<file path="src/rtl/regfile_op_sequencer.sv">
// Moore controller stepping one register-level command through the register file, operand registers and ALU.
// Latency 2-6 cycles from handshake to done; cmd_ready is high only in IDLE, so callers stall until then.
module regfile_op_sequencer #(
    parameter int IDX_W = 3
) (
    input  logic             clk,
    input  logic             reset_n,
    input  logic             cmd_valid,
    output logic             cmd_ready,
    input  logic [2:0]       cmd_op,
    input  logic [IDX_W-1:0] cmd_rd,
    input  logic [IDX_W-1:0] cmd_rn,
    input  logic [IDX_W-1:0] cmd_rm,
    input  logic [1:0]       cmd_shift,
    output logic [IDX_W-1:0] readnum,
    output logic [IDX_W-1:0] writenum,
    output logic             write,
    output logic             loada,
    output logic             loadb,
    output logic             loadc,
    output logic             loads,
    output logic             asel,
    output logic             bsel,
    output logic [1:0]       vsel,
    output logic [1:0]       shift,
    output logic [1:0]       aluop,
    output logic             busy,
    output logic             done,
    output logic             cmd_err
);

    localparam logic [2:0] OP_MOV_IMM = 3'd0;
    localparam logic [2:0] OP_MOV_REG = 3'd1;
    localparam logic [2:0] OP_ADD     = 3'd2;
    localparam logic [2:0] OP_CMP     = 3'd3;
    localparam logic [2:0] OP_AND     = 3'd4;
    localparam logic [2:0] OP_MVN     = 3'd5;

    typedef enum logic [2:0] {
        S_IDLE, S_WR_IMM, S_GET_A, S_GET_B, S_EXEC, S_WR_C, S_DONE
    } state_t;

    state_t           state_q, state_d;
    logic [2:0]       op_q;
    logic [IDX_W-1:0] rd_q, rn_q, rm_q;
    logic [1:0]       shift_q;
    logic             accept;

    assign accept = (state_q == S_IDLE) && cmd_valid;

    always_ff @(posedge clk or negedge reset_n) begin
        if (!reset_n) begin
            state_q <= S_IDLE;
            op_q    <= '0;
            rd_q    <= '0;
            rn_q    <= '0;
            rm_q    <= '0;
            shift_q <= '0;
        end else begin
            state_q <= state_d;
            if (accept) begin
                op_q    <= cmd_op;
                rd_q    <= cmd_rd;
                rn_q    <= cmd_rn;
                rm_q    <= cmd_rm;
                shift_q <= cmd_shift;
            end
        end
    end

    // Routing out of IDLE uses the live opcode; every later state uses the captured one.
    always_comb begin
        state_d = state_q;
        case (state_q)
            S_IDLE: begin
                if (cmd_valid) begin
                    case (cmd_op)
                        OP_MOV_IMM:                 state_d = S_WR_IMM;
                        OP_MOV_REG, OP_MVN:         state_d = S_GET_B;
                        OP_ADD, OP_AND, OP_CMP:     state_d = S_GET_A;
                        default:                    state_d = S_DONE;
                    endcase
                end
            end
            S_WR_IMM: state_d = S_DONE;
            S_GET_A:  state_d = S_GET_B;
            S_GET_B:  state_d = S_EXEC;
            S_EXEC:   state_d = (op_q == OP_CMP) ? S_DONE : S_WR_C;
            S_WR_C:   state_d = S_DONE;
            S_DONE:   state_d = S_IDLE;
            default:  state_d = S_IDLE;
        endcase
    end

    always_comb begin
        cmd_ready = 1'b0;
        readnum   = '0;
        writenum  = '0;
        write     = 1'b0;
        loada     = 1'b0;
        loadb     = 1'b0;
        loadc     = 1'b0;
        loads     = 1'b0;
        asel      = 1'b0;
        bsel      = 1'b0;
        vsel      = 2'b00;
        shift     = 2'b00;
        aluop     = 2'b00;
        busy      = (state_q != S_IDLE);
        done      = 1'b0;
        cmd_err   = 1'b0;
        case (state_q)
            S_IDLE:   cmd_ready = 1'b1;
            S_WR_IMM: begin
                writenum = rd_q;
                vsel     = 2'b10;
                write    = 1'b1;
            end
            S_GET_A: begin
                readnum = rn_q;
                loada   = 1'b1;
            end
            S_GET_B: begin
                readnum = rm_q;
                loadb   = 1'b1;
            end
            S_EXEC: begin
                shift = shift_q;
                asel  = (op_q == OP_MOV_REG);
                case (op_q)
                    OP_CMP:  aluop = 2'b01;
                    OP_AND:  aluop = 2'b10;
                    OP_MVN:  aluop = 2'b11;
                    default: aluop = 2'b00;
                endcase
                // CMP only updates flags; everything else lands in C for writeback.
                loads = (op_q == OP_CMP);
                loadc = (op_q != OP_CMP);
            end
            S_WR_C: begin
                writenum = rd_q;
                vsel     = 2'b00;
                write    = 1'b1;
            end
            S_DONE: begin
                done    = 1'b1;
                cmd_err = (op_q > OP_MVN);
            end
            default: ;
        endcase
    end

endmodule

</file>
<file path="config.mk">
export PLATFORM = sky130hd
export DESIGN_NAME = regfile_op_sequencer
export DESIGN_NICKNAME = d
export VERILOG_FILES = /design/src/rtl/regfile_op_sequencer.sv
export SDC_FILE = /design/constraint.sdc
export NUM_CORES = 1
export LEC_CHECK = 0
export CORE_MARGIN = 8
export CORE_UTILIZATION = 29
export CTS_BUF_LIST = sky130_fd_sc_hd__clkbuf_8
export DETAILED_ROUTE_END_ITERATION = 10
export SLEW_MARGIN = 20
export SYNTH_ARGS = -nofsm -noshare
export SYNTH_HDL_FRONTEND = slang
export SYNTH_SLANG_ARGS = --single-unit
</file>
<file path="constraint.sdc">
create_clock -name clk -period 3.55 [get_ports clk]
set_input_delay 0.71 -clock clk [delete_from_list [all_inputs] [get_ports clk]]
set_output_delay 0.71 -clock clk [all_outputs]
set_load 0.01 [all_outputs]
</file>
==> qor.yml, run 1 <==
global_routing:
  gr-usage-met3_pct: 6.46
  grt_first_pass_wirelength_um: 3620
  grt_pass1_vias: 729
  antenna_found_initial: 0
  grt_util_met2_pct: 13.5
  grt_max_degree: 18
  busiest_layer: "met2"
  gr-total-overflow: 0
  use_met1_pct: 9.37
  grt_use_total_pct: 8.77
drt:
  vias: 698
  first_iter_violations: 13
  wire_per_inst_um: 13.9
  vias_per_cell: 4.39
  drt-pass1-iter-count: 4
  postRouteAntennaNets: 0
  wl_um: 2210
  drc: 0
clock_network:
  cts_tree: "done"
  cts_max_path_buffers: 2
  htreeDepth: 1
  ctsHoldBuffers: 0
  post-cts-setup-buffer-count: 0
  root_buffer: "clkbuf_8"
  cts_buffers: 3
  cts_resized: 0
  clock_latency_ns: 0.25
  cts.sink_count: 17
  clkSlewWorstSetupHoldPaths_ns: 0.07
floorplanning:
  io_pins: 40
  initial_core_util_pct: 30.5
  rows: 20
  die_h_um: 72.9
  core-area_um2: 3080
  die_width_um: 72.9
  die_area_um2: 5310
synthesis:
  synthMostInstantiatedCell: "dfrtp_1"
  synthTopCellsByCount: "dfrtp_1 (17), mux2_4 (10), and2_1 (8)"
  synth_cell_types: 27
  postSynthCellCount: 79
  syn_area_per_cell_um2: 11.9
  synth_top_flop_cell: "dfrtp_1"
  synth_enable_flop_cells: 0
  netlist.area_leader.share_pct: 45.3
  synth-seq-cells: 17
  syn_area_um2: 938
  yosysWarnings: 0
  netlist.top_cell.by_area: "dfrtp_1"
  seq_area_frac_synth_pct: 45.3
  yosys-top-cells-area: "dfrtp_1 (45%), mux2_4 (16%), and2_1 (5.3%)"
  ys_async_sr_fraction_pct: 100
power:
  max-vdd-ir-drop_mv: 0.407
  finalPower_mw: 1.10
  power_density_nw_per_um2: 805
  p_leak_nw: 0.553
finish:
  fin_area_um2: 1360
  num-fill-cells: 310
  syn_to_final_growth_pct: 45.2
  utilization_pct: 44.3
  n_antenna_cell: 0
  num-nets-final: 133
  drive_gt1_share_pct: 17.4
worst_setup_path:
  end_kind: "output port"
  critPathMaxStageDelay_ns: 0.58
  crit_cells: 4
  reg2regPathDepth: 3
  reg2reg_to: "rn_q[2]$_DFFE_PN0P_"
  crit_required_ns: 2.84
  crit_family: "simple AND/OR/NAND/NOR gates"
  cp_max_fo: 13
  critPathBufInv: 1
  crit_chain: "nor3b_1 > nand2_1 > nor3_1 > clkdlybuf4s50_1"
  critPathKind: "reg -> out"
  arrival_ns: 2.11
  start_kind: "flop"
  r2r-start: "state_q[2]$_DFFE_PN0P_"
  r2r_setup_slack_ns: 1.52
  slowest_stage: "dfrtp_1"
hold_path:
  hp-class: "reg -> reg"
  holdPathStages: 1
  hold_end: "shift_q[1]$_DFFE_PN0P_"
  hold_path_startpoint: "shift_q[1]$_DFFE_PN0P_"
sta:
  fmax_mhz: 355
  finalCriticalPeriod_ns: 2.82
  timing.final.crit_share_pct: 79.4
  slew_headroom_pct: 45.6
  fin_skew_ns: 0.00215
  hold_viol: 0
  rsz0062_at_grt: "no"
  tns_ns: 0
  worst_slew_pin_slew_ns: 0.817
  slew_violations: 0
  holdWs_ns: 0.503
  setup_violations: 0
placement:
  gp_congestion: 0.737
  io_buffers: 37
  dp_hpwl_um: 1710
  placed_area_um2: 1320
flow_run:
  max_cap_viol_count: 0
outcome:
  outcome: "finished, final reports clean"
==> sequential cells by signal, summed over array words and instances, names as in the netlist <==
| register | count |
|---|---|
| op_q | 3 |
| rd_q | 3 |
| rm_q | 3 |
| rn_q | 3 |
| shift_q | 2 |
| state_q | 3 |
==> where the power goes <==
part           switching, mW  internal [mW]  leakage, nW
registers              0.108          0.294        0.203
clock network         0.0674         0.0778       0.0255
logic                  0.200          0.350        0.325
total                  0.375          0.721        0.553
==> logic make-up (layout without fill, tap and decap cells) <==
logic type | count (synthesis) | count (layout) | share of synthesized area, %
xor+xnor | 1 | 1 | 0.934
compound gates | 10 | 10 | 7.47
flops | 17 | 17 | 45.3
buf+inv | 8 | 43 | 6.27
other cells | 1 | 2 | 0.400
simple gates | 28 | 28 | 18.8
mux | 14 | 14 | 20.8
==> metrics by stage <==
stage | worst slack (ns) | instances
after floorplan | 1.62 | 80
after global placement | 1.00 | 155
after detailed placement | 0.993 | 155
after CTS | 0.702 | 159
after global routing | 0.473 | 159
final | 0.733 | 159
==> worst register-to-register path, delay by kind of cell, from the launching register on <==
kind          cells  cell delay (ns)
flops             1             0.52
mux               1             0.42
simple gates      2             0.98
==> per-layer routing <==
layer | part of all wire (%) | wire (um)
met3 | 13 | 286
met2 | 46 | 1020
met1 | 40 | 892
met4 | 0.36 | 8
met5 | 0 | 0
==> placed cells by master (no fill, tap or decap), drive strengths merged <==
master,instances
a21oi,1
a22o,3
a31oi,1
and2,8
and3,1
and3b,1
clkbuf,3
clkdlybuf4s50,37
clkinv,1
conb,2
dfrtp,17
inv,2
mux2,14
nand2,2
nor2,4
nor2b,3
nor3,3
nor3b,5
o21ai,2
o22ai,2
o311a,1
or4,1
xnor2,1
==> worst max path at each step <==
stage / from / endpoint / slack (ns)
floorplan: state_q[2]$_DFFE_PN0P_ / asel / 1.62
global placement: state_q[2]$_DFFE_PN0P_ / asel / 1.00
detailed placement: state_q[2]$_DFFE_PN0P_ / asel / 0.99
CTS: state_q[2]$_DFFE_PN0P_ / asel / 0.70
global route: state_q[2]$_DFFE_PN0P_ / asel / 0.47
finish: state_q[2]$_DFFE_PN0P_ / asel / 0.73
==> final cells by class <==
type,count,area (um2),area share (%)
Inverter,2,7.51,0.551
Timing Repair Buffer,37,370,27.2
Tap cell,44,55.1,4.04
Sequential cell,17,425,31.2
Clock buffer,3,41.3,3.03
Clock inverter,1,5.00,0.367
Multi-Input combinational cell,55,458,33.6
Note: power is estimated with default switching activity, not from simulation.
==> run 2, diff against run 1 <==
==> constraint.sdc (replaced) <==
create_clock -name clk -period 2.3 [get_ports clk]
set_input_delay 0.46 -clock clk [delete_from_list [all_inputs] [get_ports clk]]
set_output_delay 0.46 -clock clk [all_outputs]
set_load 0.01 [all_outputs]
==> qor.yml, run 2 (same netlist as run 1, synthesis figures left out) <==
outcome:
  outcome: "finished, final reports clean"  # unchanged
worst_setup_path:
  crit_required_ns: 1.84  # was 2.84 ns
  critPathMaxStageDelay_ns: 0.54  # was 0.58 ns
  crit_chain: "nor3b_1 > buf_4 > a22o_1 > clkdlybuf4s50_1"  # was nor3b_1 > nand2_1 > nor3_1 > clkdlybuf4s50_1
  slowest_stage: "clkdlybuf4s50_1"  # was dfrtp_1
  cp_max_fo: 9  # was 13
  arrival_ns: 1.79  # was 2.11 ns
  start_kind: "flop"  # unchanged
  end_kind: "output port"  # unchanged
  critPathKind: "reg -> out"  # unchanged
floorplanning:
  die_area_um2: 5310  # unchanged
  die_h_um: 72.9  # unchanged
  io_pins: 40  # unchanged
  rows: 20  # unchanged
  core-area_um2: 3080  # unchanged
  initial_core_util_pct: 30.5  # unchanged
  die_width_um: 72.9  # unchanged
sta:
  setup_violations: 0  # unchanged
  timing.final.crit_share_pct: 97.8
  fin_skew_ns: 0.00588  # was 0.00215 ns
  fmax_mhz: 445
  hold_viol: 0  # unchanged
  finalCriticalPeriod_ns: 2.25
  holdWs_ns: 0.512  # was 0.503 ns
  slew_violations: 0  # unchanged
  rsz0062_at_grt: "yes"  # was no
global_routing:
  grt_max_degree: 18  # unchanged
  grt_pass1_vias: 821  # was 729
  grt_first_pass_wirelength_um: 4040  # was 3620 um
  antenna_found_initial: 0  # unchanged
  grt_use_total_pct: 9.79  # was 8.77%
  gr-total-overflow: 0  # unchanged
clock_network:
  htreeDepth: 1  # unchanged
  clkSlewWorstSetupHoldPaths_ns: 0.07  # about the same
  cts_tree: "done"  # unchanged
  cts.sink_count: 17  # unchanged
  cts_buffers: 3  # unchanged
  cts_max_path_buffers: 2  # unchanged
  root_buffer: "clkbuf_8"  # unchanged
  clock_latency_ns: 0.26  # was 0.25 ns
finish:
  utilization_pct: 46.9  # was 44.3%
  n_antenna_cell: 0  # unchanged
  multiInputGateArea_um2: 469  # was 458 um2
  drive_gt1_share_pct: 26.0  # was 17.4%
  num-fill-cells: 300  # was 310
  syn_to_final_growth_pct: 53.9  # was 45.2%
  num-nets-final: 141  # was 133
  regArea_um2: 429  # was 425 um2
  final_common_cell: "clkdlybuf4s50_1"  # unchanged
  final_cell_mix: "clkdlybuf4s50_1 (34), dfrtp_1 (14), mux2_4 (10)"  # was clkdlybuf4s50_1 (37), dfrtp_1 (17), mux2_4 (10)
drt:
  drc: 0  # unchanged
  wl_um: 2410  # was 2210 um
  first_iter_violations: 22  # was 13
  postRouteAntennaNets: 0  # unchanged
  drt-pass1-iter-count: 4  # unchanged
  vias: 743  # was 698
  wire_per_inst_um: 14.4  # was 13.9 um
  vias_per_cell: 4.45  # was 4.39
placement:
  gp_congestion: 0.836  # was 0.737
  dp_hpwl_um: 1860  # was 1710 um
  io_buffers: 37  # unchanged
power:
  power_density_nw_per_um2: 1250  # was 805 nW/um2
  max-vdd-ir-drop_mv: 0.514  # was 0.407 mV
  p_leak_nw: 0.651  # was 0.553 nW
flow_run:
  max_cap_viol_count: 0  # unchanged
hold_path:
  hp-class: "reg -> reg"  # unchanged
==> run 2: timing repair <==
item	in CTS	in global routing
setup buffers	0	1
hold buffers	0	0
gates resized for setup	5	4
pin swaps	1	1
endpoints found under the setup margin	9	11
==> run 2: cell type report <==
type,count,share of cell area (%)
well taps,44,3.81
clock inverters,1,0.260
multi-input cells,55,32.5
inverters,2,0.520
repair buffers,45,30.3
flip-flops and latches,17,29.7
clock buffers,3,2.86
==> run 2: metal layers <==
metal | share of wire (%) | vias to the layer above | track usage (%)
met4 | 0.87 | 0 | 2.67
li1 | - | 358 | -
met2 | 45 | 30 | 14.1
met5 | 0 | - | 0
met1 | 44 | 350 | 11.9
met3 | 10 | 5 | 5.77
==> run 2: power by group <==
part	internal, mW	leakage [nW]	switching, mW
combinational	0.608	0.425	0.355
clock	0.119	0.0269	0.105
sequential	0.460	0.199	0.159
total	1.19	0.651	0.619
==> run 2: final timing paths <==
path | startpoint | endpoint | slack [ns] | cells after the start
max in group asynchronous | reset_n | state_q[1]$_DFFE_PN0P_ | 1.56 | 2
hold / removal | rd_q[1]$_DFFE_PN0P_ | rd_q[1]$_DFFE_PN0P_ | 0.51 | 1
setup reg to reg | state_q[2]$_DFFE_PN0P_ | rm_q[2]$_DFFE_PN0P_ | 0.57 | 5
min in group asynchronous | reset_n | rn_q[2]$_DFFE_PN0P_ | 0.53 | 2
setup / recovery | state_q[2]$_DFFE_PN0P_ | readnum[2] | 0.05 | 4
hold reg to reg | rd_q[1]$_DFFE_PN0P_ | rd_q[1]$_DFFE_PN0P_ | 0.51 | 1
==> run 2: critical path: cells and delay by family, from the launching register on <==
family                 cells  cell delay (ns)
buffers and inverters      2             0.70
and+or+nand+nor            1             0.22
AOI/OAI and AO/OA          1             0.14
DFF                        1             0.47
==> run 2: through the flow <==
stage               std cells  setup slack, ns  TNS [ns]  power, mW  cell area, um2
finish                    167           0.0512         0       1.81            1440
global route              167          -0.0373    -0.134       1.94            1440
CTS                       166         0.000135         0       1.81            1430
detailed placement        162            0.160         0       1.55            1370
global placement          162            0.195         0       1.54            1370
floorplan                  80            0.617         0       1.14             942
==> run 3, diff against run 2 <==
--- a/config.mk
+++ b/config.mk
@@ -9,7 +9,6 @@
 export CORE_UTILIZATION = 29
 export CTS_BUF_LIST = sky130_fd_sc_hd__clkbuf_8
 export DETAILED_ROUTE_END_ITERATION = 10
-export SLEW_MARGIN = 20
 export SYNTH_ARGS = -nofsm -noshare
 export SYNTH_HDL_FRONTEND = slang
 export SYNTH_SLANG_ARGS = --single-unit
==> constraint.sdc (replaced) <==
create_clock -name clk -period 2.8 [get_ports clk]
set_input_delay 0.56 -clock clk [delete_from_list [all_inputs] [get_ports clk]]
set_output_delay 0.56 -clock clk [all_outputs]
set_load 0.01 [all_outputs]
==> qor.yml, run 3 (same netlist as run 1, synthesis figures left out) <==
clock_network:
  ctsHoldBuffers: 0  # unchanged
  cts_resized: 0  # was 5
  cts_max_path_buffers: 2  # unchanged
  root_buffer: "clkbuf_8"  # unchanged
  htreeDepth: 1  # unchanged
  cts_tree: "done"  # unchanged
  clkSlewWorstSetupHoldPaths_ns: 0.06  # was 0.07 ns
  post-cts-setup-buffer-count: 0  # unchanged
  cts.sink_count: 17  # unchanged
  cts_buffers: 3  # unchanged
  clock_latency_ns: 0.25  # was 0.26 ns
drt:
  vias: 732  # was 743
  drt-pass1-iter-count: 4  # unchanged
  wl_met3_um: 234  # was 245 um
  wl_um: 2380  # was 2410 um
  highest_layer: "met4"  # unchanged
  vias_per_cell: 4.49  # was 4.45
  first_iter_violations: 39  # was 22
  postRouteAntennaNets: 0  # unchanged
  wire_per_inst_um: 14.6  # was 14.4 um
  drc: 0  # unchanged
  met2_wirelength_um: 1130  # was 1090 um
  wl_met1_um: 990  # was 1050 um
placement:
  gp_congestion: 0.809  # was 0.836
  dp_cells: 159  # was 162
  placed_area_um2: 1350  # was 1370 um2
  io_buffers: 37  # unchanged
  dp_hpwl_um: 1860  # about the same
power:
  max-vdd-ir-drop_mv: 0.532  # was 0.514 mV
  seqPwrFrac_pct: 33.7  # was 34.3%
  p_clk_share_pct: 12.4  # about the same
  intPower_mw: 0.940  # was 1.19 mW
  p_switching_mw: 0.489  # was 0.619 mW
  power_frac_comb_pct: 53.9  # was 53.4%
  power_density_nw_per_um2: 1030  # was 1250 nW/um2
  switching_share_pct: 34.2  # was 34.3%
  finalPower_mw: 1.43  # was 1.81 mW
  p_leak_nw: 0.575  # was 0.651 nW
finish:
  final_common_cell: "clkdlybuf4s50_1"  # unchanged
  drive_gt1_share_pct: 19.3  # was 26.0%
  final_cell_mix: "clkdlybuf4s50_1 (37), dfrtp_1 (17), mux2_4 (10)"  # was clkdlybuf4s50_1 (34), dfrtp_1 (14), mux2_4 (10)
  num-nets-final: 137  # was 141
  layout.cells.non_filler: 163  # was 167
  syn_to_final_growth_pct: 48.3  # was 53.9%
  n_antenna_cell: 0  # unchanged
  regArea_um2: 425  # was 429 um2
  multiInputGateArea_um2: 458  # was 469 um2
  fin_area_um2: 1390  # was 1440 um2
  num-fill-cells: 318  # was 300
worst_setup_path:
  crit_chain: "nor3b_1 > nand2_1 > nor3_1 > clkdlybuf4s50_1"  # was nor3b_1 > buf_4 > a22o_1 > clkdlybuf4s50_1
  cp_max_fo: 8  # was 9
  reg2reg_to: "shift_q[1]$_DFFE_PN0P_"  # was rm_q[2]$_DFFE_PN0P_
  reg2regPathDepth: 5  # unchanged
  start_kind: "flop"  # unchanged
  critPathKind: "reg -> out"  # unchanged
  r2r_setup_slack_ns: 1.05  # was 0.57 ns
  crit_required_ns: 2.24  # was 1.84 ns
  end_kind: "output port"  # unchanged
  slowest_stage: "clkdlybuf4s50_1"  # unchanged
  r2r-start: "state_q[2]$_DFFE_PN0P_"  # unchanged
  critPathMaxStageDelay_ns: 0.56  # was 0.54 ns
  arrival_ns: 2.00  # was 1.79 ns
floorplanning:
  io_pins: 40  # unchanged
  die_width_um: 72.9  # unchanged
  die_area_um2: 5310  # unchanged
  initial_core_util_pct: 30.5  # unchanged
  rows: 20  # unchanged
  die_h_um: 72.9  # unchanged
  core-area_um2: 3080  # unchanged
sta:
  finalCriticalPeriod_ns: 2.56
  timing.final.crit_share_pct: 91.4
  hold_viol: 0  # unchanged
  tns_ns: 0  # unchanged
  fmax_mhz: 391
  rsz0062_at_grt: "no"  # was yes
  worst_slew_pin_slew_ns: 0.777
  setup_violations: 0  # unchanged
  slew_violations: 0  # unchanged
  fin_skew_ns: 0.00370  # was 0.00588 ns
  slew_headroom_pct: 48.0
hold_path:
  hold_end: "shift_q[0]$_DFFE_PN0P_"  # was rd_q[1]$_DFFE_PN0P_
  hp-class: "reg -> reg"  # unchanged
  holdPathStages: 1  # unchanged
  hold_path_startpoint: "shift_q[0]$_DFFE_PN0P_"  # was rd_q[1]$_DFFE_PN0P_
global_routing:
  grt_use_total_pct: 9.25  # was 9.79%
  antenna_found_initial: 0  # unchanged
  grt_max_degree: 18  # unchanged
  grt_first_pass_wirelength_um: 3900  # was 4040 um
  grt_pass1_vias: 804  # was 821
  gr-total-overflow: 0  # unchanged
outcome:
  outcome: "finished, final reports clean"  # unchanged
flow_run:
  max_cap_viol_count: 0  # unchanged
==> run 3: how the worst max path moves through the flow <==
stage | startpoint | end | slack, ns
finish | state_q[2]$_DFFE_PN0P_ | asel | 0.24
detailed placement | state_q[2]$_DFFE_PN0P_ | readnum[0] | 0.53
global placement | state_q[0]$_DFFE_PN0P_ | asel | 0.53
global route | state_q[2]$_DFFE_PN0P_ | asel | 0.02
CTS | state_q[2]$_DFFE_PN0P_ | readnum[1] | 0.25
floorplan | state_q[2]$_DFFE_PN0P_ | asel | 1.02
==> run 3: area by class of cell <==
cell class                 count  share of cell area [%]
multi-input combinational     55                    32.9
clock buffer                   3                    2.97
clock inverter                 1                   0.270
timing repair buffer          41                    28.8
inverter                       2                   0.540
tap                           44                    3.96
sequential                    17                    30.6
==> run 3: critical path, delay by kind of cell, from the launching register on <==
family                 cells  cell delay [ns]
buffers and inverters      1             0.56
flip-flops                 1             0.46
AND/OR/NAND/NOR            3             0.73
==> run 3: power by group through the flow <==
stage	combinational, mW	sequential [mW]	clock, mW
finish	0.770	0.481	0.178
CTS	0.784	0.484	0.187
global route	0.830	0.502	0.194
global placement	0.764	0.478	0
floorplan	0.486	0.450	0
detailed placement	0.775	0.483	0
==> run 3: stage by stage <==
stage / hold WS, ns / setup WS [ns] / utilization, %
after floorplan: 0.264 / 1.02 / -
after global placement: 0.487 / 0.533 / 43.7
after detailed placement: 0.496 / 0.534 / 43.7
after CTS: 0.512 / 0.247 / 45.2
after global routing: 0.515 / 0.0222 / 45.2
final: 0.505 / 0.240 / 45.2
==> run 3: per-layer routing <==
metal  GRT usage, %  up-vias
li1               -      353
met1           10.7      351
met2           14.5       26
met3           4.81        2
met4           2.67        0
met5              0        -
